## config.mk

```make
export PLATFORM = sky130hd
export DESIGN_NAME = mux_frame_decoder
export DESIGN_NICKNAME = d
export VERILOG_FILES = /design/src/rtl/mux_frame_decoder.sv
export SDC_FILE = /design/constraint.sdc
export NUM_CORES = 1
export LEC_CHECK = 0
export CAP_MARGIN = 20
export CORE_UTILIZATION = 50
export CTS_BUF_LIST = sky130_fd_sc_hd__clkbuf_8
export CTS_CLUSTER_SIZE = 40
export DETAILED_ROUTE_END_ITERATION = 8
export GPL_ROUTABILITY_DRIVEN = 1
export GPL_TIMING_DRIVEN = 0
export PLACE_DENSITY = 0.77
export SYNTH_ARGS = -nofsm -noshare
export SYNTH_HDL_FRONTEND = slang
export SYNTH_SLANG_ARGS = --single-unit
export TNS_END_PERCENT = 1
```

## constraint.sdc

```tcl
create_clock -name clk -period 2.5 [get_ports clk]
set_input_delay 0.5 -clock clk [delete_from_list [all_inputs] [get_ports clk]]
set_output_delay 0.5 -clock clk [all_outputs]
set_load 0.03 [all_outputs]
```

## src/rtl/mux_frame_decoder.sv

```systemverilog
// mux_frame_decoder: rebuilds 4-digit frames from a 5-bit slot-flagged digit stream
module mux_frame_decoder #(
  parameter logic [3:0] GAP_MAX = 4'd15,
  parameter int ERR_W = 8
) (
  input  logic             clk,
  input  logic             rst_n,
  input  logic [4:0]       din,
  input  logic             din_valid,
  output logic [3:0]       q1,
  output logic [3:0]       q2,
  output logic [3:0]       q3,
  output logic [3:0]       q4,
  output logic             frame_valid,
  output logic             sync_err,
  output logic             locked,
  output logic [ERR_W-1:0] err_count
);
  localparam logic [1:0] HUNT = 2'd0;
  localparam logic [1:0] S1   = 2'd1;
  localparam logic [1:0] S2   = 2'd2;
  localparam logic [1:0] S3   = 2'd3;
  logic [1:0]       state_q, state_d;
  logic [3:0]       sh1_q, sh1_d, sh2_q, sh2_d, sh3_q, sh3_d;
  logic [3:0]       q1_q, q1_d, q2_q, q2_d, q3_q, q3_d, q4_q, q4_d;
  logic [3:0]       gap_q, gap_d;
  logic             fv_q, fv_d, se_q, se_d, lock_q, lock_d;
  logic [ERR_W-1:0] err_q, err_d;
  logic             start, data, in_frame, timeout, abort, commit;
  assign start    = din_valid & ~din[4];
  assign data     = din_valid & din[4];
  assign in_frame = state_q != HUNT;
  assign timeout  = in_frame & ~din_valid & (gap_q == GAP_MAX);
  // A start word inside a frame aborts it but is still kept as the new start.
  assign abort    = (in_frame & start) | timeout;
  assign commit   = (state_q == S3) & data;
  // Next-state: slot sequencing, shadow capture, commit and error bookkeeping
  always_comb begin
    state_d = start ? S1 : timeout ? HUNT : (data & in_frame) ? ((state_q == S3) ? HUNT : state_q + 2'd1) : state_q;
    gap_d   = (!in_frame || din_valid || timeout) ? 4'd0 : gap_q + 4'd1;
    sh1_d   = start ? din[3:0] : sh1_q;
    sh2_d   = (data && state_q == S1) ? din[3:0] : sh2_q;
    sh3_d   = (data && state_q == S2) ? din[3:0] : sh3_q;
    q1_d    = commit ? sh1_q : q1_q;
    q2_d    = commit ? sh2_q : q2_q;
    q3_d    = commit ? sh3_q : q3_q;
    q4_d    = commit ? din[3:0] : q4_q;
    fv_d    = commit;
    se_d    = abort;
    lock_d  = abort ? 1'b0 : commit ? 1'b1 : lock_q;
    err_d   = (abort && !(&err_q)) ? err_q + 1'b1 : err_q;
  end
  // State registers with synchronous active-low reset
  always_ff @(posedge clk) begin
    if (!rst_n) begin
      state_q <= HUNT;
      gap_q   <= '0;
      sh1_q   <= '0;
      sh2_q   <= '0;
      sh3_q   <= '0;
      q1_q    <= '0;
      q2_q    <= '0;
      q3_q    <= '0;
      q4_q    <= '0;
      fv_q    <= 1'b0;
      se_q    <= 1'b0;
      lock_q  <= 1'b0;
      err_q   <= '0;
    end else begin
      state_q <= state_d;
      gap_q   <= gap_d;
      sh1_q   <= sh1_d;
      sh2_q   <= sh2_d;
      sh3_q   <= sh3_d;
      q1_q    <= q1_d;
      q2_q    <= q2_d;
      q3_q    <= q3_d;
      q4_q    <= q4_d;
      fv_q    <= fv_d;
      se_q    <= se_d;
      lock_q  <= lock_d;
      err_q   <= err_d;
    end
  end
  assign q1          = q1_q;
  assign q2          = q2_q;
  assign q3          = q3_q;
  assign q4          = q4_q;
  assign frame_valid = fv_q;
  assign sync_err    = se_q;
  assign locked      = lock_q;
  assign err_count   = err_q;
endmodule
```

==> flow_metrics.tcl, run 1 <==
set metrics [dict create \
    first_pass_iters 4 \
    clk_path_buf_depth 2 \
    vias 1524 \
    fin_crit_sh 0.782 \
    largest_register_ffs 8 \
    critical_path_class "register to primary output" \
    synth_cell_type_count 32 \
    viasPerCell 5.18 \
    min_period_ns 1.95 \
    core_um2 3440 \
    crit_end "err_count[4]" \
    fin_nets 261 \
    syn_area_um2 1850 \
    dp_hpwl_um 2680 \
    grt_overflow 0 \
    cts_max_level 2 \
    synth_top_area_share 0.488 \
    first_global_vias 1433 \
    fmaxAchievable_mhz 512 \
    initial_utilization 0.536 \
    reg2reg_setup_slack_ns 0.81 \
    postCtsSetupBuffers 0 \
    slew_headroom 0.652 \
    startpoint "err_count[4]" \
    critPathLaunchType "register" \
    area_delta_synth_final_pct 25.5 \
    ys_ff_latch 45 \
    cts_sinks 45 \
    postRouteAntennaNets 0 \
    cp_slowest_cell "clkdlybuf4s50_1" \
    r2r-start "state_q[0]" \
    grtUsageTotal 0.223 \
    clkSlewWorstSetupHoldPaths_ns 0.08 \
    insertion_delay_ns 0.30 \
    grt_pass1_wl_um 6630 \
    clock_tree.root_cell "clkbuf_8" \
    cts-resized-gates 0 \
    drc 0 \
    setup_viol 0 \
    synth_seq_area_share 0.488 \
    placementRows 21 \
    p_leak_nw 0.935 \
    critPathMaxStageDelay_ns 0.72 \
    yosysWarnings 0 \
    layout-drive-gt1-share 0.0484 \
    fin_tns_setup_ns 0 \
    tightest_slew_ns 0.521 \
    wirelength_um 3810 \
    cts_tree "done" \
    post-place-ws_ns 0.257 \
    power.density_nw_per_um2 533 \
    hold_buffers 0 \
    timing.rr.end "q1[0]" \
    antenna_found_initial 0 \
    vdd.ir_drop.worst_mv 0.403 \
    finalHoldViolCount 0 \
    dieHeight_um 62.8 \
    hp-class "register to register" \
    netlist_top_cells_area "dfxtp_1, nand2_1, mux2i_1" \
    io_buffers 33 \
    antenna_cells 0 \
    rsz0062_at_grt "false" \
    gp_congestion 0.763 \
    synth_area_per_cell_um2 8.92 \
    drt_iter0_markers 56 \
    critPathArrivalTime_ns 1.45 \
    slew_violations 0 \
    setup_ws_ns 0.546 \
    critPathMaxFanout 7 \
    clock_skew_ns 0.00526 \
    grt_max_degree 14 \
    crit_chain "clkdlybuf4s50_1" \
    path_buf_inv 1 \
    syn-num-nets 221 \
    cts_buffers 5 \
    crit_required_ns 2.00 \
    wl_per_cell_um 13.0 \
    hold_start "gap_q[0]" \
    cp.depth 1 \
    io_pins 35 \
    netlist_instances 207 \
    synth_area_leader_cell "dfxtp_1" \
    die_w_um 62.8 \
    status "finished clean" \
    r2r_cells 6 \
    die_area_um2 3940 \
    max_cap_violations 0 \
    whs_path_depth 1 \
    path_delay_family "buffers and inverters" \
    cp-end-kind "primary output" \
]
-- kinds of logic (layout without fill, tap and decap cells) --
kind of cell	after synthesis	count (layout)	share of synthesized area
buf+inv	16	57	0.0434
compound gates	38	38	0.130
simple gates	86	86	0.213
fa+ha+maj	6	6	0.0407
xor+xnor	2	2	0.00949
mux	14	14	0.0759
flops	45	45	0.488
-- power breakdown --
part	total (mW)	internal [mW]	switching, mW
clock	0.421	0.190	0.231
combinational	0.0822	0.0350	0.0472
sequential	0.732	0.725	0.00669
total	1.23	0.950	0.285
-- layout make-up --
cell class / instances / area [um^2]
Fill cell: 288 / 1130
Sequential cell: 45 / 901
Multi-Input combinational cell: 146 / 865
Timing Repair Buffer: 33 / 330
Clock buffer: 5 / 68.8
Buffer: 11 / 61.3
Tap cell: 46 / 57.6
Inverter: 5 / 18.8
Clock inverter: 3 / 13.8
-- metrics by stage --
stage	instance area, um^2	cells	utilization	power [mW]	hold slack [ns]
after floorplan	1850	207	-	0.800	0.418
after global placement	2230	286	0.649	0.830	0.432
after detailed placement	2230	286	0.649	0.831	0.444
after CTS	2320	294	0.673	1.25	0.456
after global routing	2320	294	0.673	1.29	0.473
final	2320	294	0.673	1.23	0.452
-- synthesized netlist by cell type (all sizes together) --
master / count
and4: 1
xor2: 2
o311ai: 1
nand4b: 1
nor2: 24
nand2: 39
o21ai: 4
o21ba: 1
a211oi: 1
inv: 5
or3: 1
o2111ai: 1
and3: 2
nand3b: 1
nand3: 7
dfxtp: 45
clkbuf: 7
o31ai: 3
ha: 6
buf: 4
nor3: 3
a21boi: 5
o211ai: 4
nand2b: 4
a31oi: 1
mux2i: 14
nand4: 2
and4b: 1
a21o: 1
a21oi: 16
-- layer usage --
layer	vias up	wire length, um	global-route usage
li1	786	-	-
met1	698	1760	0.266
met2	35	1830	0.376
met3	5	169	0.0602
met4	0	60	0.0959
met5	-	0	0
-- placed cells by master, fill, tap and decap left out, drive strengths merged, types with 3 or more instances in the layout --
| cell | netlist | layout |
|---|---|---|
| nand2b | 4 | 4 |
| o21ai | 4 | 4 |
| clkdlybuf4s50 | 0 | 33 |
| mux2i | 14 | 14 |
| a21oi | 16 | 16 |
| nand3 | 7 | 7 |
| inv | 5 | 6 |
| ha | 6 | 6 |
| a21boi | 5 | 5 |
| buf | 4 | 4 |
| o211ai | 4 | 4 |
| dfxtp | 45 | 45 |
| nand2 | 39 | 39 |
| clkbuf | 7 | 12 |
| nor2 | 24 | 24 |
| nor3 | 3 | 3 |
| o31ai | 3 | 3 |
-- how the worst min path moves through the flow --
| stage | endpoint |
|---|---|
| 3_5_place_dp | gap_q[0] |
| 3_3_place_gp | gap_q[0] |
| 4_1_cts | gap_q[0] |
| 6_report | gap_q[0] |
| 2_1_floorplan | gap_q[0] |
| 5_1_grt | q3[3] |
(Power assumes the default switching activity.)
==> inputs of run 2 (changes only) <==
Clock period 2.5 ns to 1.9 ns, I/O delays scaled along.
==> run 2 against run 1 <==
Compared with the run above: cell count down 0.68%; non-clock buffer count down 2; sequential share of layout area up 0.13 points.
==> flow_metrics.tcl, run 2 (synthesis gave the netlist of run 1 again) <==
set metrics [dict create \
    largest_register_ffs 8 \
    layout-drive-gt1-share 0.0488 \
    first_global_vias 1433 \
    cts_max_level 2 \
    clock_skew_ns 0.00456 \
    insertion_delay_ns 0.30 \
    final_common_cell "dfxtp_1" \
    clock_tree.root_cell "clkbuf_8" \
    final_cell_mix "dfxtp_1, nand2_1, clkdlybuf4s50_1" \
    setup_viol 0 \
    area_delta_synth_final_pct 25.1 \
    slew_violations 0 \
    crit_chain "clkdlybuf4s50_1" \
    min_period_ns 1.83 \
    antenna_found_initial 0 \
    dieHeight_um 62.8 \
    antenna_cells 0 \
    placementRows 21 \
    path_buf_inv 1 \
    die_area_um2 3940 \
    gp_congestion 0.763 \
    postPlaceCellArea_um2 2230 \
    cts_sinks 45 \
    drc 0 \
    wl_per_cell_um 13.0 \
    slew_headroom 0.548 \
    r2r-start "gap_q[0]" \
    fin_crit_sh 0.965 \
    vdd.ir_drop.worst_mv 0.531 \
    critPathLaunchType "register" \
    dp_cells 286 \
    critPathMaxStageDelay_ns 0.72 \
    critPathArrivalTime_ns 1.45 \
    postRouteAntennaNets 0 \
    first_pass_iters 4 \
    grt_max_degree 14 \
    tightest_slew_ns 0.676 \
    hp-class "register to register" \
    final_cells 292 \
    fin_nets 259 \
    cts-resized-gates 0 \
    p_leak_nw 0.933 \
    critical_path_class "register to primary output" \
    grt_pass1_wl_um 6630 \
    grt_overflow 0 \
    wirelength_um 3810 \
    whs_path_depth 1 \
    final_cell_area_um2 2310 \
    hold_buffers 0 \
    r2r_cells 6 \
    clkSlewWorstSetupHoldPaths_ns 0.08 \
    fmaxAchievable_mhz 545 \
    hold_start "gap_q[0]" \
    core_um2 3440 \
    postCtsSetupBuffers 0 \
    reg2reg_setup_slack_ns 0.29 \
    viasPerCell 5.20 \
    finalHoldViolCount 0 \
    path_delay_family "buffers and inverters" \
    cp-end-kind "primary output" \
    rsz0062_at_grt "false" \
    power.density_nw_per_um2 704 \
    critPathMaxFanout 7 \
    cts_buffers 5 \
    drt_iter0_markers 73 \
    io_pins 35 \
    grtUsageTotal 0.223 \
    cp_slowest_cell "clkdlybuf4s50_1" \
    status "finished clean" \
    hold_path_end "gap_q[0]" \
    fill_cells 288 \
    clk_path_buf_depth 2 \
    io_buffers 33 \
    crit_required_ns 1.52 \
    dp_hpwl_um 2680 \
    timing.rr.end "err_count[7]" \
    initial_utilization 0.536 \
    vias 1519 \
    max_cap_violations 0 \
    die_w_um 62.8 \
    cts_tree "done" \
]
[run 2: area by class of cell]
type / instances / area (um^2) / share of cell area
clock buffers: 5 / 68.8 / 0.0298
repair buffers: 33 / 330 / 0.143
flip-flops and latches: 45 / 901 / 0.390
plain buffers: 9 / 53.8 / 0.0233
clock inverters: 3 / 13.8 / 0.00596
multi-input cells: 146 / 865 / 0.375
well taps: 46 / 57.6 / 0.0249
inverters: 5 / 18.8 / 0.00813
[run 2: worst register-to-register path, delay by kind of cell, from the launching register on]
kind	cells	cell delay, ns
AOI/OAI and AO/OA	3	0.61
DFF	1	0.36
adders and majority gates	1	0.29
buffers and inverters	1	0.14
and+or+nand+nor	1	0.13
[run 2: stage by stage]
step                      hold slack [ns]  setup TNS, ns  utilization  setup slack (ns)  total power, mW
after floorplan                     0.418              0            -             0.413             1.05
after global placement              0.432          -1.88        0.649            -0.149             1.09
after detailed placement            0.444          -2.25        0.649            -0.223             1.09
after CTS                           0.456              0        0.673            0.0657             1.64
after global routing                0.473              0        0.671            0.0174             1.69
final                               0.452              0        0.671            0.0660             1.62
[run 2: worst max-delay path by stage]
stage,start,endpoint,depth (start not counted)
6_report,err_count[4],err_count[4],1
5_1_grt,err_count[4],err_count[4],1
4_1_cts,err_count[4],err_count[4],1
3_5_place_dp,din_valid,q1[0],7
3_3_place_gp,din_valid,q1[0],7
2_1_floorplan,err_count[0],err_count[6],5
[run 2: power by group]
| part | switching (mW) | total [mW] | internal [mW] |
|---|---|---|---|
| clock network | 0.303 | 0.553 | 0.249 |
| logic | 0.0622 | 0.108 | 0.0460 |
| registers | 0.00883 | 0.963 | 0.954 |
[run 2: layer usage]
metal,vias to the layer above,track usage,routed length (um)
met1,695,0.266,1710
met3,5,0.0602,192
li1,781,-,-
met5,-,0,0
met4,0,0.0959,60
met2,38,0.376,1850
